==> config.mk <==
export PLATFORM = sky130hd
export DESIGN_NAME = pll_phase_stepper
export DESIGN_NICKNAME = d
export VERILOG_FILES = /design/src/rtl/pll_phase_stepper.sv
export SDC_FILE = /design/constraint.sdc
export NUM_CORES = 1
export LEC_CHECK = 0
export ABC_CLOCK_PERIOD_IN_PS = 5810
export CAP_MARGIN = 0
export CORE_MARGIN = 2
export CORE_UTILIZATION = 65
export DETAILED_ROUTE_END_ITERATION = 8
export DONT_BUFFER_PORTS = 1
export PLACE_DENSITY = 0.81
export SLEW_MARGIN = 20
export SYNTH_ARGS = -nofsm -noshare
export SYNTH_HDL_FRONTEND = slang
export SYNTH_SLANG_ARGS = --single-unit
==> constraint.sdc <==
create_clock -name scanclk -period 5.81 [get_ports scanclk]
set_clock_uncertainty 0.15 [all_clocks]
set_input_delay 1.162 -clock scanclk [delete_from_list [all_inputs] [get_ports scanclk]]
set_output_delay 1.162 -clock scanclk [all_outputs]
set_load 0.01 [all_outputs]
==> src/rtl/pll_phase_stepper.sv <==
// Dynamic PLL phase stepper: takes step commands, strobes phase_en/updn/cntsel,
// waits on the synchronised phase_done handshake, and tracks a signed position per counter.
module pll_phase_stepper #(
    parameter int unsigned PHASE_EN_CYCLES = 2,
    parameter int unsigned DONE_TIMEOUT    = 1023,
    parameter int unsigned NUM_CNT         = 8,
    parameter int unsigned POS_W           = 10
) (
    input  logic             scanclk,
    input  logic             rst,
    input  logic             req_valid,
    output logic             req_ready,
    input  logic [4:0]       req_cnt,
    input  logic             req_updn,
    input  logic [7:0]       req_steps,
    output logic             phase_en,
    output logic             updn,
    output logic [4:0]       cntsel,
    input  logic             phase_done,
    output logic             busy,
    output logic             done,
    output logic             err_timeout,
    output logic             err_cnt,
    input  logic             err_clr,
    input  logic [2:0]       pos_sel,
    output logic [POS_W-1:0] pos_out
);

    localparam int unsigned EN_W = (PHASE_EN_CYCLES > 1) ? $clog2(PHASE_EN_CYCLES) : 1;
    localparam int unsigned TO_W = (DONE_TIMEOUT > 1) ? $clog2(DONE_TIMEOUT) : 1;
    localparam logic [EN_W-1:0] EN_LAST = EN_W'(PHASE_EN_CYCLES - 1);
    localparam logic [TO_W-1:0] TO_LAST = TO_W'(DONE_TIMEOUT - 1);

    typedef enum logic [2:0] {
        IDLE      = 3'd0,
        CHECK     = 3'd1,
        STROBE    = 3'd2,
        WAIT_LOW  = 3'd3,
        WAIT_HIGH = 3'd4,
        FINISH    = 3'd5
    } state_t;

    state_t           state_q, state_d;
    logic [4:0]       cnt_q, cnt_d;
    logic             dir_q, dir_d;
    logic [7:0]       steps_q, steps_d;
    logic [EN_W-1:0]  en_cnt_q, en_cnt_d;
    logic [TO_W-1:0]  to_cnt_q, to_cnt_d;
    logic             pd_meta_q, pd_meta_d;
    logic             pd_s_q, pd_s_d;
    logic             phase_en_q, phase_en_d;
    logic             done_q, done_d;
    logic             err_timeout_q, err_timeout_d;
    logic             err_cnt_q, err_cnt_d;
    logic [POS_W-1:0] pos_q [NUM_CNT];
    logic [POS_W-1:0] pos_d [NUM_CNT];
    logic [POS_W-1:0] pos_out_q, pos_out_d;

    logic set_err_cnt;
    logic set_err_to;
    logic step_ok;

    // Synchroniser idles high so a reset never looks like a completed step.
    always_comb begin
        pd_meta_d = phase_done;
        pd_s_d    = pd_meta_q;
    end

    always_ff @(posedge scanclk) begin
        if (rst) begin
            pd_meta_q <= 1'b1;
            pd_s_q    <= 1'b1;
        end else begin
            pd_meta_q <= pd_meta_d;
            pd_s_q    <= pd_s_d;
        end
    end

    always_comb begin
        state_d     = state_q;
        cnt_d       = cnt_q;
        dir_d       = dir_q;
        steps_d     = steps_q;
        en_cnt_d    = en_cnt_q;
        to_cnt_d    = to_cnt_q;
        set_err_cnt = 1'b0;
        set_err_to  = 1'b0;
        step_ok     = 1'b0;

        case (state_q)
            IDLE: begin
                if (req_valid) begin
                    cnt_d   = req_cnt;
                    dir_d   = req_updn;
                    steps_d = req_steps;
                    state_d = CHECK;
                end
            end
            CHECK: begin
                en_cnt_d = '0;
                if (32'(cnt_q) >= NUM_CNT) begin
                    set_err_cnt = 1'b1;
                    state_d     = FINISH;
                end else if (steps_q == '0) begin
                    state_d = FINISH;
                end else begin
                    state_d = STROBE;
                end
            end
            STROBE: begin
                if (en_cnt_q == EN_LAST) begin
                    to_cnt_d = '0;
                    state_d  = WAIT_LOW;
                end else begin
                    en_cnt_d = en_cnt_q + 1'b1;
                end
            end
            WAIT_LOW: begin
                if (!pd_s_q) begin
                    to_cnt_d = '0;
                    state_d  = WAIT_HIGH;
                end else if (to_cnt_q == TO_LAST) begin
                    set_err_to = 1'b1;
                    state_d    = FINISH;
                end else begin
                    to_cnt_d = to_cnt_q + 1'b1;
                end
            end
            WAIT_HIGH: begin
                if (pd_s_q) begin
                    step_ok  = 1'b1;
                    steps_d  = steps_q - 1'b1;
                    en_cnt_d = '0;
                    state_d  = (steps_q == 8'd1) ? FINISH : STROBE;
                end else if (to_cnt_q == TO_LAST) begin
                    set_err_to = 1'b1;
                    state_d    = FINISH;
                end else begin
                    to_cnt_d = to_cnt_q + 1'b1;
                end
            end
            FINISH: begin
                state_d = IDLE;
            end
            default: begin
                state_d = IDLE;
            end
        endcase
    end

    // Outputs are registered from the next state so phase_en drops on a reset edge.
    always_comb begin
        phase_en_d    = (state_d == STROBE);
        done_d        = (state_q == FINISH);
        err_cnt_d     = err_clr ? 1'b0 : (err_cnt_q | set_err_cnt);
        err_timeout_d = err_clr ? 1'b0 : (err_timeout_q | set_err_to);
    end

    always_comb begin
        for (int unsigned i = 0; i < NUM_CNT; i++) begin
            pos_d[i] = pos_q[i];
            if (step_ok && (32'(cnt_q) == i)) begin
                pos_d[i] = dir_q ? (pos_q[i] + 1'b1) : (pos_q[i] - 1'b1);
            end
        end
        pos_out_d = '0;
        for (int unsigned i = 0; i < NUM_CNT; i++) begin
            if (32'(pos_sel) == i) begin
                pos_out_d = pos_q[i];
            end
        end
    end

    always_ff @(posedge scanclk) begin
        if (rst) begin
            state_q       <= IDLE;
            cnt_q         <= '0;
            dir_q         <= 1'b0;
            steps_q       <= '0;
            en_cnt_q      <= '0;
            to_cnt_q      <= '0;
            phase_en_q    <= 1'b0;
            done_q        <= 1'b0;
            err_cnt_q     <= 1'b0;
            err_timeout_q <= 1'b0;
            pos_out_q     <= '0;
            for (int unsigned i = 0; i < NUM_CNT; i++) begin
                pos_q[i] <= '0;
            end
        end else begin
            state_q       <= state_d;
            cnt_q         <= cnt_d;
            dir_q         <= dir_d;
            steps_q       <= steps_d;
            en_cnt_q      <= en_cnt_d;
            to_cnt_q      <= to_cnt_d;
            phase_en_q    <= phase_en_d;
            done_q        <= done_d;
            err_cnt_q     <= err_cnt_d;
            err_timeout_q <= err_timeout_d;
            pos_out_q     <= pos_out_d;
            for (int unsigned i = 0; i < NUM_CNT; i++) begin
                pos_q[i] <= pos_d[i];
            end
        end
    end

    assign req_ready   = (state_q == IDLE);
    assign busy        = (state_q != IDLE);
    assign phase_en    = phase_en_q;
    assign done        = done_q;
    assign err_cnt     = err_cnt_q;
    assign err_timeout = err_timeout_q;
    assign cntsel      = cnt_q;
    assign updn        = dir_q;
    assign pos_out     = pos_out_q;

endmodule

==> results of run 1 <==
[cells by family (layout without fill, tap and decap cells)]
kind of cell,Yosys count,in the layout,share of synthesized area
and+or+nand+nor,384,384,0.2274
AOI/OAI and AO/OA,264,264,0.1986
DFF,124,124,0.2983
adders and majority gates,77,77,0.1230
buffers and inverters,69,58,0.03203
xor gates and xnor gates,59,59,0.06210
muxes,35,35,0.05850
[per-stage QoR]
stage	worst slack [ns]	power, mW
global placement	2.368	1.421
CTS	2.299	2.503
global route	1.962	2.613
detailed placement	2.333	1.433
finish	2.256	2.503
floorplan	1.325	1.363
[how the worst min path moves through the flow]
stage,cells past startpoint,to,slack [ns],from
floorplan,1,pd_s_q$_SDFF_PP1_,0.24,pd_meta_q$_SDFF_PP1_
global placement,1,pd_s_q$_SDFF_PP1_,0.24,pd_meta_q$_SDFF_PP1_
detailed placement,1,pd_s_q$_SDFF_PP1_,0.26,pd_meta_q$_SDFF_PP1_
CTS,1,pd_s_q$_SDFF_PP1_,0.28,pd_meta_q$_SDFF_PP1_
global route,1,pd_s_q$_SDFF_PP1_,0.29,pd_meta_q$_SDFF_PP1_
finish,1,pd_s_q$_SDFF_PP1_,0.29,pd_meta_q$_SDFF_PP1_
[synthesized netlist by cell type, types with 10 or more instances]
cell | number | share of area
a2111oi_0 | 10 | 0.011
a211oi_1 | 27 | 0.024
a21o_1 | 16 | 0.014
a21oi_1 | 101 | 0.061
clkbuf_1 | 37 | 0.017
dfxtp_1 | 124 | 0.30
ha_1 | 69 | 0.10
inv_1 | 21 | 0.0095
mux2_2 | 12 | 0.016
mux2i_1 | 13 | 0.016
nand2_1 | 105 | 0.047
nand3_1 | 23 | 0.014
nand3b_1 | 15 | 0.014
nand4_1 | 12 | 0.0090
nor2_1 | 108 | 0.049
nor2b_1 | 17 | 0.013
nor3_1 | 29 | 0.017
o21ai_0 | 43 | 0.026
o22ai_1 | 10 | 0.0075
or2_2 | 11 | 0.0083
or3_1 | 11 | 0.0083
xnor2_1 | 43 | 0.045
xor2_1 | 16 | 0.017
[power groups by stage]
stage / clock [mW] / combinational (mW) / sequential [mW]
3_5_place_dp: 0 / 0.476 / 0.956
4_1_cts: 1.08 / 0.483 / 0.938
3_3_place_gp: 0 / 0.465 / 0.956
2_1_floorplan: 0 / 0.430 / 0.934
6_report: 1.08 / 0.487 / 0.939
5_1_grt: 1.12 / 0.550 / 0.946
[registers in the layout, summed over array words and instances (netlist names), 3 cells and up]
register,cells
steps_q,8
state_q,3
cntsel,5
pos_q,80
pos_out,10
to_cnt_q,10
[final cells by class]
cell class	count	area [um^2]	share of cell area
sequential	124	2482	0.2764
multi-input combinational	819	5572	0.6205
inverter	21	78.83	0.008778
tap	172	215.2	0.02397
clock inverter	13	141.4	0.01574
clock buffer	19	452.9	0.05044
timing repair buffer	5	37.54	0.004180
[per-layer routing]
metal | vias to the layer above | track usage | wire length, um
met5 | - | 0 | 0
met4 | 0 | 0.08549 | 329
met3 | 33 | 0.06076 | 1041
met2 | 201 | 0.4556 | 9141
met1 | 3409 | 0.3936 | 9007
li1 | 3644 | - | -
==> impl_metrics.py, run 1 <==
metrics = {
    "logic_synthesis": {
        "avgSynthCellArea_um2": 8.222,
        "synthFlopType": "dfxtp_1",
        "synth_edf_count": 0,
        "async_flop_share": 0,
        "yosys_warnings": 0,
        "synth-seq-cells": 124,
        "synth_cell_types": 68,
        "syn_nets": 1111,
        "yosysSeqAreaShare": 0.2983,
        "synthCells": 1012,
        "syn_area_um2": 8320,
    },
    "clock_tree": {
        "cts_hold_buf": 0,
        "numCtsBuffers": 17,
        "clockBufferDepth": 2,
        "cts_htree_levels": 4,
        "tritoncts": "built",
        "root_buffer": "clkbuf_16",
        "postCtsSetupRepairBufs": 0,
        "path_clk_slew_ns": 0.06,
        "cts-resized-gates": 0,
        "cts.sinks": 124,
        "clock_latency_ns": 0.43,
    },
    "worst_setup_path": {
        "path_max_fanout": 40,
        "path_buf_inv": 2,
        "cp.depth": 9,
        "r2r-end": "pos_q[1][29]$_SDFFE_PP0P_",
        "cp-end-kind": "register",
        "cp.arrival_ns": 3.76,
        "crit_family": "buffers and inverters",
        "crit_required_ns": 6.02,
        "worst_path_largest_cell_delay_ns": 0.61,
        "crit_end": "pos_q[1][29]$_SDFFE_PP0P_",
        "r2r_slack_ns": 2.26,
        "path_cells": "inv_2 -> buf_4 -> ha_1 -> a211oi_1 -> o21ai_0 -> a311oi_1 -> xnor2_1 -> or3_1 -> a21oi_1",
        "rr_worst_depth": 9,
        "r2r_start": "updn$_SDFFE_PP0P_",
        "worstSetupPathType": "reg2reg",
        "crit_slowest_cell": "inv_2",
        "startpoint_type": "register",
        "cp-startpoint": "updn$_SDFFE_PP0P_",
    },
    "timing": {
        "period_share": 0.6116,
        "relSlewSlack": 0.4223,
        "finalMaxSlewViolations": 0,
        "tns_ns": 0,
        "max_slew.worst_pin.slew_ns": 0.8665,
        "fmax_ghz": 0.2814,
        "period_needed_ns": 3.554,
        "finalHoldWorstSlack_ns": 0.2922,
        "finalSetupViolCount": 0,
        "hold_viol": 0,
        "grt_setup_unrepaired": "false",
    },
    "routing": {
        "ant_nets": 0,
        "wire_per_inst_um": 16.64,
        "wl_mm": 19.52,
        "drcViolationCount": 0,
        "avgViaCountPerCell": 6.212,
        "firstDrtPassIters": 5,
        "vias": 7287,
        "drt_iter0_drc": 733,
    },
    "flow_run": {
        "cap_violations": 0,
    },
    "pwr": {
        "p_int_mw": 1.743,
        "combPwrFrac": 0.195,
        "p_leak_nw": 3.498,
        "power_frac_clock": 0.430,
        "ir_drop_mv": 0.2703,
        "power_density_nw_per_um2": 278.7,
        "swShare": 0.3037,
        "pwr-share-seq": 0.375,
        "p_switching_uw": 760.1,
    },
    "layout": {
        "mostFrequentLayoutCells": "dfxtp_1 (124), nor2_1 (108), nand2_1 (105), a21oi_1 (101), ha_1 (69)",
        "antenna_cells": 0,
        "area_growth_pct": 7.925,
        "final_util": 0.7145,
        "stdcell_count": 1173,
        "drive_gt1_frac": 0.08292,
        "layout_commonest_cell": "dfxtp_1",
        "fill_cells": 995,
        "final_area_um2": 8980,
        "nNetsFinal": 1087,
    },
    "global_route": {
        "grt_overflow": 0,
        "grt_pass1_vias": 6391,
        "grt_max_degree": 148,
        "grt_pass1_wl_mm": 30.81,
        "grt_usage": 0.2866,
        "antenna_found_initial": 0,
    },
    "placed_design": {
        "post_dp_cell_area_um2": 8386,
        "dp_hpwl_mm": 13.00,
        "place_inst": 1141,
        "io_buffers": 0,
        "place.gp.congestion": 0.9472,
    },
    "die": {
        "core_um2": 12570,
        "die_area_um2": 13720,
        "die_x_um": 117.1,
        "die_y_um": 117.1,
        "ios": 44,
        "start_util": 0.6620,
        "num_rows": 41,
    },
    "min_path": {
        "hp-class": "reg2reg",
    },
    "status": {
        "status": "finished, final reports clean",
    },
}
Note: power is estimated with default switching activity, not from simulation.
==> run 2, diff against run 1 <==
Settings changed: ABC_CLOCK_PERIOD_IN_PS 5810 to 2900, CORE_UTILIZATION 65 to 59, PLACE_DENSITY 0.81 to 0.78.
Clock period 5.81 ns to 2.9 ns, I/O delays scaled along.
==> run 2 against run 1 <==
Effect of this change:
- combinational power is 140% higher
- register-to-register slack worse by 2.2 ns
- wire length is 9.4% higher
- first-iteration DRC count stayed put
- largest power group unchanged
- setup slack worse by 2.2 ns
- sequential share of layout area is 1.5 points lower
==> impl_metrics.py, run 2 (same netlist as run 1, synthesis figures left out) <==
metrics = {
    "status": {
        "status": "finished, final reports clean",
    },
    "die": {
        "core_um2": 13830,
        "die_area_um2": 15070,
        "die_y_um": 122.8,
        "ios": 44,
        "die_x_um": 122.8,
        "start_util": 0.6018,
        "num_rows": 43,
    },
    "worst_setup_path": {
        "cp-end-kind": "register",
        "r2r_slack_ns": 0.07,
        "r2r_start": "updn$_SDFFE_PP0P_",
        "path_max_fanout": 10,
        "cp.arrival_ns": 2.99,
        "rr_worst_depth": 9,
        "startpoint_type": "register",
        "crit_required_ns": 3.06,
        "r2r-end": "pos_q[0][39]$_SDFFE_PP0P_",
        "worstSetupPathType": "reg2reg",
    },
    "clock_tree": {
        "numCtsBuffers": 17,
        "clockBufferDepth": 2,
        "tritoncts": "built",
        "cts_htree_levels": 4,
        "clock_latency_ns": 0.42,
        "cts.sinks": 124,
        "root_buffer": "clkbuf_16",
        "path_clk_slew_ns": 0.06,
        "cts_hold_buf": 0,
    },
    "flow_run": {
        "cap_violations": 0,
    },
    "layout": {
        "nNetsFinal": 1121,
        "layout_commonest_cell": "dfxtp_1",
        "drive_gt1_frac": 0.1441,
        "mostFrequentLayoutCells": "dfxtp_1 (123), nor2_1 (108), nand2_1 (105), a21oi_1 (92), ha_1 (60)",
        "largest_reg_flops": 80,
        "top_register": "pos_q",
        "antenna_cells": 0,
        "area_growth_pct": 14.03,
        "stdcell_count": 1214,
    },
    "routing": {
        "wl_mm": 21.35,
        "wire_per_inst_um": 17.59,
        "firstDrtPassIters": 5,
        "dr.max_layer_used": "met4",
        "avgViaCountPerCell": 6.227,
        "route.met3.wl_um": 964,
        "ant_nets": 0,
        "drcViolationCount": 0,
        "wl_met2_mm": 10.26,
        "vias": 7560,
        "wl_met1_mm": 9.459,
        "drt_iter0_drc": 733,
    },
    "pwr": {
        "p_int_mw": 3.646,
        "p_switching_mw": 1.524,
        "pwr-share-seq": 0.362,
        "power_density_nw_per_um2": 544.9,
        "power_mw": 5.170,
        "p_leak_nw": 3.690,
        "combPwrFrac": 0.224,
        "power_frac_clock": 0.414,
        "swShare": 0.2948,
        "ir_drop_mv": 0.4489,
    },
    "global_route": {
        "grt_pass1_wl_mm": 34.42,
        "grt_max_degree": 148,
        "grt_overflow": 0,
        "grt_pass1_vias": 7061,
        "antenna_found_initial": 0,
        "grt_usage": 0.2900,
    },
    "timing": {
        "fmax_ghz": 0.3533,
        "finalSetupViolCount": 0,
        "finalMaxSlewViolations": 0,
        "max_slew.worst_pin.slew_ns": 0.6055,
        "hold_viol": 0,
        "period_share": 0.9761,
        "grt_setup_unrepaired": "true",
        "relSlewSlack": 0.5949,
        "period_needed_ns": 2.831,
    },
    "min_path": {
        "hold_depth": 1,
        "whs_endpoint": "err_cnt$_SDFF_PP0_",
        "hp-class": "in2reg",
        "hp-start": "err_clr",
    },
    "placed_design": {
        "io_buffers": 0,
        "place.gp.congestion": 0.9168,
        "dp_hpwl_mm": 14.78,
        "place_inst": 1182,
    },
}
-- run 2: cell types whose count changed in the layout (fill, tap and decap cells not counted), moves of 9 or more --
cell,delta
buf_4,+31
a21oi_1,-9
ha_1,-9
a21oi_2,+9
-- run 2: critical path: stages, from the launching register on --
cell	delay, ns
dfxtp_2	0.36
clkinvlp_4	0.17
buf_12	0.20
ha_4	0.23
a211oi_4	0.26
nor3_2	0.06
or4_4	0.49
and4_1	0.16
or3_4	0.33
mux2_4	0.30
-- run 2: power groups by stage --
stage	clock (mW)	combinational, mW	sequential [mW]
after CTS	2.15	1.13	1.87
after global placement	0	1.09	1.90
after floorplan	0	0.902	1.87
after global routing	2.24	1.28	1.88
final	2.14	1.16	1.87
after detailed placement	0	1.12	1.91
-- run 2: worst max-delay path by stage --
stage	start	end	cells past startpoint
detailed placement	updn$_SDFFE_PP0P_	pos_q[0][9]$_SDFFE_PP0P_	9
floorplan	updn$_SDFFE_PP0P_	pos_q[0][39]$_SDFFE_PP0P_	9
global route	updn$_SDFFE_PP0P_	pos_q[0][39]$_SDFFE_PP0P_	9
CTS	updn$_SDFFE_PP0P_	pos_q[0][9]$_SDFFE_PP0P_	9
global placement	updn$_SDFFE_PP0P_	pos_q[0][9]$_SDFFE_PP0P_	9
finish	updn$_SDFFE_PP0P_	pos_q[0][39]$_SDFFE_PP0P_	9
-- run 2: stage by stage --
| stage | setup TNS (ns) | util | instance area [um^2] | hold slack (ns) | setup slack, ns |
|---|---|---|---|---|---|
| after floorplan | -27.52 | - | 8513 | 0.2395 | -1.071 |
| after global placement | 0 | 0.6410 | 8864 | 0.2536 | 0.1350 |
| after detailed placement | 0 | 0.6410 | 8864 | 0.2613 | 0.08233 |
| after CTS | 0 | 0.6836 | 9453 | 0.06737 | 0.05449 |
| after global routing | -0.02682 | 0.6862 | 9488 | 0.06044 | -0.02416 |
| final | 0 | 0.6862 | 9488 | 0.07654 | 0.06927 |
-- run 2: layout make-up --
cell class | instances | area (um^2)
Inverter | 21 | 82.58
Tap cell | 180 | 225.2
Clock inverter | 13 | 150.1
Timing Repair Buffer | 39 | 330.3
Clock buffer | 18 | 439.2
Sequential cell | 124 | 2484
Fill cell | 1146 | 4339
Multi-Input combinational cell | 819 | 5777
-- run 2: layer usage --
| metal | vias up | GRT usage |
|---|---|---|
| met2 | 191 | 0.4706 |
| met5 | - | 0 |
| met3 | 55 | 0.06180 |
| met4 | 0 | 0.1221 |
| met1 | 3611 | 0.3722 |
| li1 | 3703 | - |
-- run 2: what timing repair did --
item / in CTS / in global routing
buffers inserted: 0 / 1
gates resized for setup: 0 / 7
setup endpoints to repair: 0 / 4
